--- src/rtl/hilo_muldiv.sv ---
// HI/LO multiply-divide unit: 32-cycle shift-add multiply, 32-cycle restoring divide, MTHI/MTLO moves.
// Build option: define MULDIV_DIV_EN to build the divider; otherwise DIV completes at once with errFlag=1.
module hilo_muldiv (
  input  logic        clk,
  input  logic        reset,
  input  logic        start,
  input  logic [1:0]  operation,
  input  logic        sign,
  input  logic [31:0] A,
  input  logic [31:0] B,
  output logic [31:0] outHI,
  output logic [31:0] outLO,
  output logic        busy,
  output logic        done,
  output logic        errFlag
);

  typedef enum logic [2:0] {S_IDLE, S_MUL, S_DIV, S_FIX, S_DONE} state_t;
  typedef enum logic [1:0] {OP_MULT = 2'b00, OP_DIV = 2'b01, OP_MTHI = 2'b10, OP_MTLO = 2'b11} op_t;

  state_t      state_q, state_d;
  op_t         op_q, op_d;
  logic        go_q, go_d;
  logic [4:0]  cnt_q, cnt_d;
  logic [31:0] opd_q, opd_d;
  logic [63:0] acc_q, acc_d;
  logic        neg_res_q, neg_res_d;
  logic        neg_rem_q, neg_rem_d;
  logic        bzero_q, bzero_d;
  logic [31:0] hi_q, hi_d;
  logic [31:0] lo_q, lo_d;
  logic        busy_q, busy_d;
  logic        done_q, done_d;
  logic        err_q, err_d;

  logic        a_neg, b_neg, div_en;
  logic [31:0] mag_a, mag_b, quo_fix, rem_fix;
  logic [32:0] mul_sum;
  logic [63:0] mul_next, div_next, prod_fix;

  assign a_neg = sign & A[31];
  assign b_neg = sign & B[31];
  assign mag_a = a_neg ? (~A + 32'd1) : A;
  assign mag_b = b_neg ? (~B + 32'd1) : B;

  // acc holds {partial product, remaining multiplier bits}; each step adds and shifts right.
  assign mul_sum  = {1'b0, acc_q[63:32]} + (acc_q[0] ? {1'b0, opd_q} : 33'd0);
  assign mul_next = {mul_sum, acc_q[31:1]};

`ifdef MULDIV_DIV_EN
  logic [32:0] div_win, div_diff;
  assign div_en   = 1'b1;
  // acc holds {remainder, dividend/quotient}; a borrow in div_diff means restore.
  assign div_win  = {acc_q[63:32], acc_q[31]};
  assign div_diff = div_win - {1'b0, opd_q};
  assign div_next = div_diff[32] ? {div_win[31:0], acc_q[30:0], 1'b0}
                                 : {div_diff[31:0], acc_q[30:0], 1'b1};
`else
  assign div_en   = 1'b0;
  assign div_next = acc_q;
`endif

  assign prod_fix = neg_res_q ? (~acc_q + 64'd1) : acc_q;
  assign quo_fix  = neg_res_q ? (~acc_q[31:0] + 32'd1) : acc_q[31:0];
  assign rem_fix  = neg_rem_q ? (~acc_q[63:32] + 32'd1) : acc_q[63:32];

  always_comb begin
    // NOTE: every _d defaults to its _q first so no path through the case infers a latch.
    state_d   = state_q;
    op_d      = op_q;
    go_d      = go_q;
    cnt_d     = cnt_q;
    opd_d     = opd_q;
    acc_d     = acc_q;
    neg_res_d = neg_res_q;
    neg_rem_d = neg_rem_q;
    bzero_d   = bzero_q;
    hi_d      = hi_q;
    lo_d      = lo_q;
    busy_d    = busy_q;
    done_d    = 1'b0;
    err_d     = err_q;
    case (state_q)
      S_IDLE: begin
        if (go_q) begin
          // Dispatch cycle after accept: the operands are already latched and converted.
          go_d  = 1'b0;
          cnt_d = 5'd0;
          case (op_q)
            OP_MULT: state_d = S_MUL;
            OP_DIV: begin
              if (!div_en || bzero_q) begin
                state_d = S_DONE;
                done_d  = 1'b1;
                err_d   = 1'b1;
                busy_d  = 1'b0;
              end else begin
                state_d = S_DIV;
              end
            end
            OP_MTHI: begin
              hi_d    = opd_q;
              state_d = S_DONE;
              done_d  = 1'b1;
              busy_d  = 1'b0;
            end
            default: begin
              lo_d    = opd_q;
              state_d = S_DONE;
              done_d  = 1'b1;
              busy_d  = 1'b0;
            end
          endcase
        end else if (start) begin
          go_d      = 1'b1;
          busy_d    = 1'b1;
          err_d     = 1'b0;
          op_d      = op_t'(operation);
          neg_res_d = a_neg ^ b_neg;
          neg_rem_d = a_neg;
          bzero_d   = (B == 32'd0);
          case (op_t'(operation))
            OP_MULT: begin
              opd_d = mag_a;
              acc_d = {32'd0, mag_b};
            end
            OP_DIV: begin
              opd_d = mag_b;
              acc_d = {32'd0, mag_a};
            end
            default: opd_d = A;
          endcase
        end
      end
      S_MUL, S_DIV: begin
        acc_d = (state_q == S_MUL) ? mul_next : div_next;
        cnt_d = cnt_q + 5'd1;
        if (cnt_q == 5'd31) state_d = S_FIX;
      end
      S_FIX: begin
        state_d = S_DONE;
        done_d  = 1'b1;
        busy_d  = 1'b0;
        if (op_q == OP_MULT) begin
          hi_d = prod_fix[63:32];
          lo_d = prod_fix[31:0];
        end else begin
          hi_d = rem_fix;
          lo_d = quo_fix;
        end
      end
      S_DONE:  state_d = S_IDLE;
      default: state_d = S_IDLE;
    endcase
  end

  // NOTE: state is updated only with non-blocking assignments so every flop samples pre-edge values.
  always_ff @(posedge clk or posedge reset) begin
    if (reset) begin
      state_q   <= S_IDLE;
      op_q      <= OP_MULT;
      go_q      <= 1'b0;
      cnt_q     <= 5'd0;
      opd_q     <= 32'd0;
      acc_q     <= 64'd0;
      neg_res_q <= 1'b0;
      neg_rem_q <= 1'b0;
      bzero_q   <= 1'b0;
      hi_q      <= 32'd0;
      lo_q      <= 32'd0;
      busy_q    <= 1'b0;
      done_q    <= 1'b0;
      err_q     <= 1'b0;
    end else begin
      state_q   <= state_d;
      op_q      <= op_d;
      go_q      <= go_d;
      cnt_q     <= cnt_d;
      opd_q     <= opd_d;
      acc_q     <= acc_d;
      neg_res_q <= neg_res_d;
      neg_rem_q <= neg_rem_d;
      bzero_q   <= bzero_d;
      hi_q      <= hi_d;
      lo_q      <= lo_d;
      busy_q    <= busy_d;
      done_q    <= done_d;
      err_q     <= err_d;
    end
  end

  assign outHI   = hi_q;
  assign outLO   = lo_q;
  assign busy    = busy_q;
  assign done    = done_q;
  assign errFlag = err_q;

endmodule

--- config.mk ---
export PLATFORM = sky130hd
export DESIGN_NAME = hilo_muldiv
export DESIGN_NICKNAME = d
export VERILOG_FILES = /design/src/rtl/hilo_muldiv.sv
export SDC_FILE = /design/constraint.sdc
export NUM_CORES = 1
export LEC_CHECK = 0
export CAP_MARGIN = 10
export CORE_MARGIN = 1.5
export CORE_UTILIZATION = 60
export CTS_CLUSTER_DIAMETER = 50
export CTS_CLUSTER_SIZE = 16
export DETAILED_ROUTE_END_ITERATION = 7
export PLACE_DENSITY = 0.82
export SLEW_MARGIN = 0
export SYNTH_ARGS = -nofsm -noshare
export SYNTH_HDL_FRONTEND = slang
export SYNTH_SLANG_ARGS = --single-unit
--- constraint.sdc ---
create_clock -name clk -period 10.6 [get_ports clk]
set_input_delay 1.06 -clock clk [delete_from_list [all_inputs] [get_ports clk]]
set_output_delay 1.06 -clock clk [all_outputs]
set_load 0.1 [all_outputs]
==> reports/results.tsv, run 1 <==
stage	metric	value	unit
yosys	ys_async_sr_fraction	100	%
clocking	cts_setup_buffers	0	
routing	wl	37300	µm
global_route	grt_max_degree	70	
routing	initialDrtViolationCount	1190	
yosys	synth_warnings	0	
yosys	ys.flop_type	dfrtp_1	
clocking	cts_tree	yes	
global_route	grt_pass1_vias	11479	
routing	antenna_left	0	
routing	drcViolationCount	0	
clocking	htree_levels	4	
yosys	syn_inst	1628	
floorplanning	ioPinCount	137	
critical_path	path_max_fanout	4	
timing	rsz0062_at_grt	false	
timing	hold_viol_final	0	
pwr	p_clk_share	12.7	%
timing	finalCritPeriodShare	40.7	%
routing	vias_per_cell	6.30	
timing	tightest_slew	1.18	ns
timing	min_period	4.32	ns
floorplanning	core	21100	µm²
yosys	synth_area	12900	µm²
floorplanning	die_w	150	µm
timing	setup_violations	0	
routing	wire_per_inst	18.7	µm
clocking	clock_latency	0.45	ns
pwr	combPwrFrac	59.2	%
clocking	cts_made_buffers	17	
critical_path	cp.arrival	4.69	ns
global_route	gr-total-overflow	0	
floorplanning	floorplan.die_area	22400	µm²
critical_path	critPathKind	register to register	
yosys	netlist_top_cells_area	dfrtp_1 34%, o21ai_0 7.8%, a21oi_1 6.2%	
clocking	clkSlewWorstSetupHoldPaths	0.07	ns
timing	fin_tns_setup	0	ns
yosys	syn-num-nets	1737	
outcome	status	complete, no violations	
routing	drtPass1Iterations	5	
clocking	root_buffer	clkbuf_16	
clocking	tritoncts_num_sinks	176	
critical_path	cp.required	10.97	ns
yosys	ys_ff_latch	176	
pwr	ir_drop	0.230	mV
pwr	power_switching	2.67	mW
pwr	internal_power	2.19	mW
clocking	cts_resized	0	
finish	syn2layout_area_growth	15.9	%
clocking	hold_buffers	0	
floorplanning	row_count	53	
floorplanning	dieHeight	150	µm
place	gp_congestion	0.927	
finish	final_util	70.9	%
global_route	antenna_found_initial	0	
timing	slew_violations	0	
global_route	grt_pass1_wl	59800	µm
yosys	synth_common_cells	206 x nand2_1, 200 x o21ai_0, 176 x dfrtp_1	
yosys	synth_top_area_share	34.1	%
timing	relSlewSlack	21.5	%
timing	fin_skew	0.0135	ns
yosys	synth_enable_flop_cells	0	
floorplanning	start_util	61.2	%
finish	drive_gt1_share	4.56	%
yosys	seq_area_frac_synth	34.1	%
finish	fillers	1766	
pwr	switching_share	55.0	%
global_route	grt_usage	33.9	%
place	place_hpwl	27200	µm
pwr	seqPwrFrac	28.1	%
yosys	syn_area_per_cell	7.93	µm²
yosys	yosysMostFrequentCell	nand2_1	
clocking	clockBufferDepth	2	
flow_run	maxCapViolCount	0	
hold_path	worstHoldPathType	register to register	
yosys	synth.distinct_cells	65	
pwr	power.density	325	nW/µm²
timing	fmax	232	MHz
routing	vias	12517	
place	portBuffers	136	
critical_path	crit_path_start_kind	register	
critical_path	end_kind	register	
finish	nNetsFinal	1808	
pwr	p_leak	6.13	nW
yosys	yosys.area.top_type	dfrtp_1	
## power groups by stage
stage | Sequential [mW] | Combinational (mW) | Clock [mW]
global placement | 1.34 | 2.79 | 0
floorplan | 2.02 | 1.40 | 0
CTS | 1.35 | 2.86 | 0.618
finish | 1.37 | 2.87 | 0.615
global route | 1.40 | 3.09 | 0.647
detailed placement | 1.36 | 2.84 | 0
## worst max-delay path, cell delays in order, from the launching register on
cell	delay, ns
dfrtp_1	0.46
and2_1	0.17
ha_1	0.18
inv_1	0.06
fa_1	0.41
nor2b_1	0.18
o31ai_1	0.14
o21ai_0	0.35
o21ai_0	0.26
o41ai_1	0.90
o41a_1	0.36
a221oi_1	0.18
or4_1	0.50
nand3_1	0.09
## cells by family (layout without fill, tap and decap cells)
logic type / Yosys count / in the layout / share of synthesized area [%]
buffers and inverters: 127 / 211 / 3.75
and+or+nand+nor: 570 / 570 / 21.2
xor gates and xnor gates: 142 / 142 / 9.63
other: 0 / 1 / 0
muxes: 37 / 37 / 2.89
adders and majority gates: 39 / 39 / 3.84
AOI/OAI and AO/OA: 537 / 537 / 24.6
DFF: 176 / 176 / 34.1
## sequential cells by signal, indices dropped and copies added, names as in the netlist
signal,count
opd_q,32
cnt_q,5
state_q,3
errFlag,1
outLO,32
done,1
acc_q,64
go_q,1
op_q,2
neg_rem_q,1
busy,1
outHI,32
neg_res_q,1
## stage by stage
step | total power, mW | area (µm²) | setup WS, ns | cells | hold slack [ns]
6_report | 4.86 | 15000 | 6.28 | 1988 | 0.481
5_1_grt | 5.14 | 15000 | 6.22 | 1987 | 0.496
4_1_cts | 4.82 | 14900 | 6.51 | 1986 | 0.490
3_5_place_dp | 4.20 | 14400 | 6.23 | 1954 | 0.474
3_3_place_gp | 4.13 | 14400 | 6.32 | 1954 | 0.459
2_1_floorplan | 3.42 | 12900 | 4.77 | 1628 | 0.470
## area by class of cell
type	instances	area, µm²	share of cell area (%)
timing repair buffer	152	1480	9.86
multi-input combinational	1325	8060	53.9
tap	275	344	2.30
antenna	1	2.50	0.0167
sequential	176	4400	29.4
clock inverter	14	136	0.912
inverter	27	106	0.711
clock buffer	18	429	2.87
## metal layers
layer	up-vias	GRT usage, %	wire length [µm]
li1	5966	-	-
met1	5968	47.6	16300
met2	522	54.3	17300
met3	61	4.51	2760
met4	0	11.1	845
met5	-	0	0
## worst paths after layout
kind	from	end	slack (ns)	cells after the start
worst max-delay path	opd_q[0]$_DFFE_PP0P_	acc_q[61]$_DFFE_PP0P_	6.28	13
worst max register to register	opd_q[0]$_DFFE_PP0P_	acc_q[61]$_DFFE_PP0P_	6.28	13
max in group asynchronous	reset	outLO[4]$_DFFE_PP0P_	8.29	3
worst min-delay path	outHI[18]$_DFFE_PP0P_	outHI[18]$_DFFE_PP0P_	0.48	2
worst min register to register	outHI[18]$_DFFE_PP0P_	outHI[18]$_DFFE_PP0P_	0.48	2
min in group asynchronous	reset	acc_q[37]$_DFFE_PP0P_	1.04	2
## cells in the final DEF (no fill, tap or decap), drive strengths merged, types with 35 or more instances in the layout
cell	instances
nand2	206
o21ai	204
dfrtp	176
a21oi	161
clkdlybuf4s50	134
nor2	129
xnor2	83
and2	63
xor2	59
a211oi	42
ha	38
inv	37
mux2i	35
Power figures use the tool's default switching activity.
==> run 2, diff against run 1 <==
--- a/config.mk
+++ b/config.mk
@@ -7,11 +7,11 @@
 export LEC_CHECK = 0
 export CAP_MARGIN = 10
 export CORE_MARGIN = 1.5
-export CORE_UTILIZATION = 60
+export CORE_UTILIZATION = 53
 export CTS_CLUSTER_DIAMETER = 50
 export CTS_CLUSTER_SIZE = 16
 export DETAILED_ROUTE_END_ITERATION = 7
-export PLACE_DENSITY = 0.82
+export PLACE_DENSITY = 0.76
 export SLEW_MARGIN = 0
 export SYNTH_ARGS = -nofsm -noshare
 export SYNTH_HDL_FRONTEND = slang
==> constraint.sdc (replaced) <==
create_clock -name clk -period 3.5 [get_ports clk]
set_input_delay 0.35 -clock clk [delete_from_list [all_inputs] [get_ports clk]]
set_output_delay 0.35 -clock clk [all_outputs]
set_load 0.1 [all_outputs]
==> reports/results.tsv, run 2 (same netlist as run 1, synthesis figures left out) <==
stage	metric	value	unit
outcome	status	complete, no violations	
pwr	totalPowerFinal	15.2	mW
floorplanning	row_count	56	
clocking	tritoncts_num_sinks	176	
critical_path	end_kind	register	
timing	fmax	300	MHz
critical_path	cpMostUsedCell	buf_4	
clocking	clockBufferDepth	2	
routing	wire_per_inst	18.9	µm
pwr	ir_drop	0.626	mV
place	place_hpwl	29700	µm
global_route	gr-usage-met3	4.77	%
routing	antenna_left	0	
timing	slew_violations	0	
pwr	internal_power	6.89	mW
timing	fin_tns_setup	0	ns
hold_path	worstHoldPathType	input pin to async pin	
timing	min_period	3.33	ns
finish	largest_register	acc_q	
floorplanning	floorplan.die_area	25300	µm²
critical_path	crit_slowest_cell	dfrtp_1	
flow_run	maxCapViolCount	0	
global_route	grt_pass1_vias	11719	
routing	vias_per_cell	6.07	
global_route	gr-total-overflow	0	
clocking	cts_setup_buffers	0	
floorplanning	ioPinCount	137	
clocking	htree_levels	4	
finish	nNetsFinal	1866	
place	portBuffers	136	
finish	multi_input_area	8100	µm²
global_route	met2_usage	48.5	%
finish	fillers	2094	
pwr	power_switching	8.28	mW
routing	wl	39500	µm
timing	setup_violations	0	
floorplanning	core	23700	µm²
pwr	p_leak	6.43	nW
floorplanning	start_util	54.5	%
finish	largest_reg_flops	64	
global_route	grt_max_degree	82	
clocking	clock_latency	0.44	ns
place	gp_congestion	1.01	
pwr	p_clk_share	12.6	%
critical_path	crit_start	acc_q[0]$_DFFE_PP0P_	
global_route	met1_usage	44.3	%
routing	drcViolationCount	0	
pwr	seqPwrFrac	26.7	%
pwr	switching_share	54.6	%
timing	rsz0062_at_grt	false	
finish	drive_gt1_share	8.14	%
floorplanning	dieHeight	159	µm
clocking	clkSlewWorstSetupHoldPaths	0.07	ns
critical_path	crit_path_start_kind	register	
finish	fin_area	15500	µm²
finish	layout_commonest_cell	nand2_1	
critical_path	cp.required	3.83	ns
critical_path	critPathKind	register to register	
routing	initialDrtViolationCount	1063	
critical_path	rr_startpoint	acc_q[0]$_DFFE_PP0P_	
pwr	power.density	976	nW/µm²
clocking	cts_made_buffers	17	
critical_path	cpPeakStageDelay	0.39	ns
clocking	cts_tree	yes	
timing	relSlewSlack	33.7	%
critical_path	path_max_fanout	21	
critical_path	cp.arrival	3.66	ns
routing	vias	12687	
global_route	antenna_found_initial	2	
finish	regArea	4400	µm²
timing	tightest_slew	0.991	ns
finish	syn2layout_area_growth	20.4	%
routing	drtPass1Iterations	7	
pwr	combPwrFrac	60.7	%
timing	hold_viol_final	0	
critical_path	reg2reg_depth	14	
timing	fin_skew	0.0125	ns
critical_path	path_cells	buf_4 -> buf_4 -> and2_1 -> ha_1 -> a21oi_2 -> o21ai_0 -> a21o_1 -> a21o_1 -> a31o_2 -> a31o_2 -> a311oi_1 -> buf_4 -> mux2i_1 -> nand3_1	
floorplanning	die_w	159	µm
finish	final_cell_mix	206 x nand2_1, 197 x o21ai_0, 176 x dfrtp_1	
global_route	top_usage_layer	met2	
clocking	root_buffer	clkbuf_16	
global_route	grt_pass1_wl	63400	µm
place	dpl-instance-area	14900	µm²
global_route	grt_usage	31.2	%
timing	finalCritPeriodShare	95.2	%
[run 2: worst max-delay path: cells and delay by family (launching register included)]
| family | cells | cell delay (ns) |
|---|---|---|
| compound gates | 7 | 1.44 |
| fa+ha+maj | 1 | 0.35 |
| buf+inv | 3 | 0.59 |
| flops | 1 | 0.39 |
| mux | 1 | 0.18 |
| simple gates | 2 | 0.26 |
[run 2: final timing paths]
check	to	slack [ns]
hold reg to reg	outHI[14]$_DFFE_PP0P_	0.48
hold / removal	acc_q[41]$_DFFE_PP0P_	0.46
setup / recovery	acc_q[58]$_DFFE_PP0P_	0.17
max in group asynchronous	outLO[12]$_DFFE_PP0P_	2.27
min in group clk	op_q[0]$_DFFE_PP0P_	0.47
setup reg to reg	acc_q[58]$_DFFE_PP0P_	0.17
[run 2: layout make-up]
type	instances	area share, %
multi-input combinational	1325	52.1
sequential	176	28.3
timing repair buffer	210	12.5
clock buffer	17	2.74
tap	319	2.57
clock inverter	15	1.08
inverter	27	0.676
antenna	1	0.0161
[run 2: power groups by stage]
stage                     Clock [mW]  Combinational [mW]  Sequential (mW)
after floorplan                    0                4.24             6.12
after global placement             0                8.94             4.01
after detailed placement           0                9.09             4.04
after CTS                       1.93                9.13             4.01
after global routing            2.03                9.88             4.16
final                           1.91                9.21             4.05
[run 2: timing repair]
item | 4_1_cts | 5_1_grt
endpoints found under the setup margin | 0 | 9
hold buffers | 0 | 0
endpoints found under the hold margin | 0 | 0
gates resized for setup | 0 | 10
[run 2: routing by layer]
metal	share of wire [%]	vias up
met2	45	525
met1	44	5992
met5	0.046	-
met4	3.1	2
met3	7.3	73
li1	-	6095
[run 2: metrics by stage]
step                      utilization (%)  worst slack, ns  hold slack, ns  cells
after floorplan                         -           0.0430           0.470   1628
after global placement               63.0            0.173           0.463   2057
after detailed placement             63.0           0.0772           0.469   2057
after CTS                            65.5           0.0162           0.443   2089
after global routing                 65.6          0.00151           0.479   2089
final                                65.6            0.168           0.456   2090
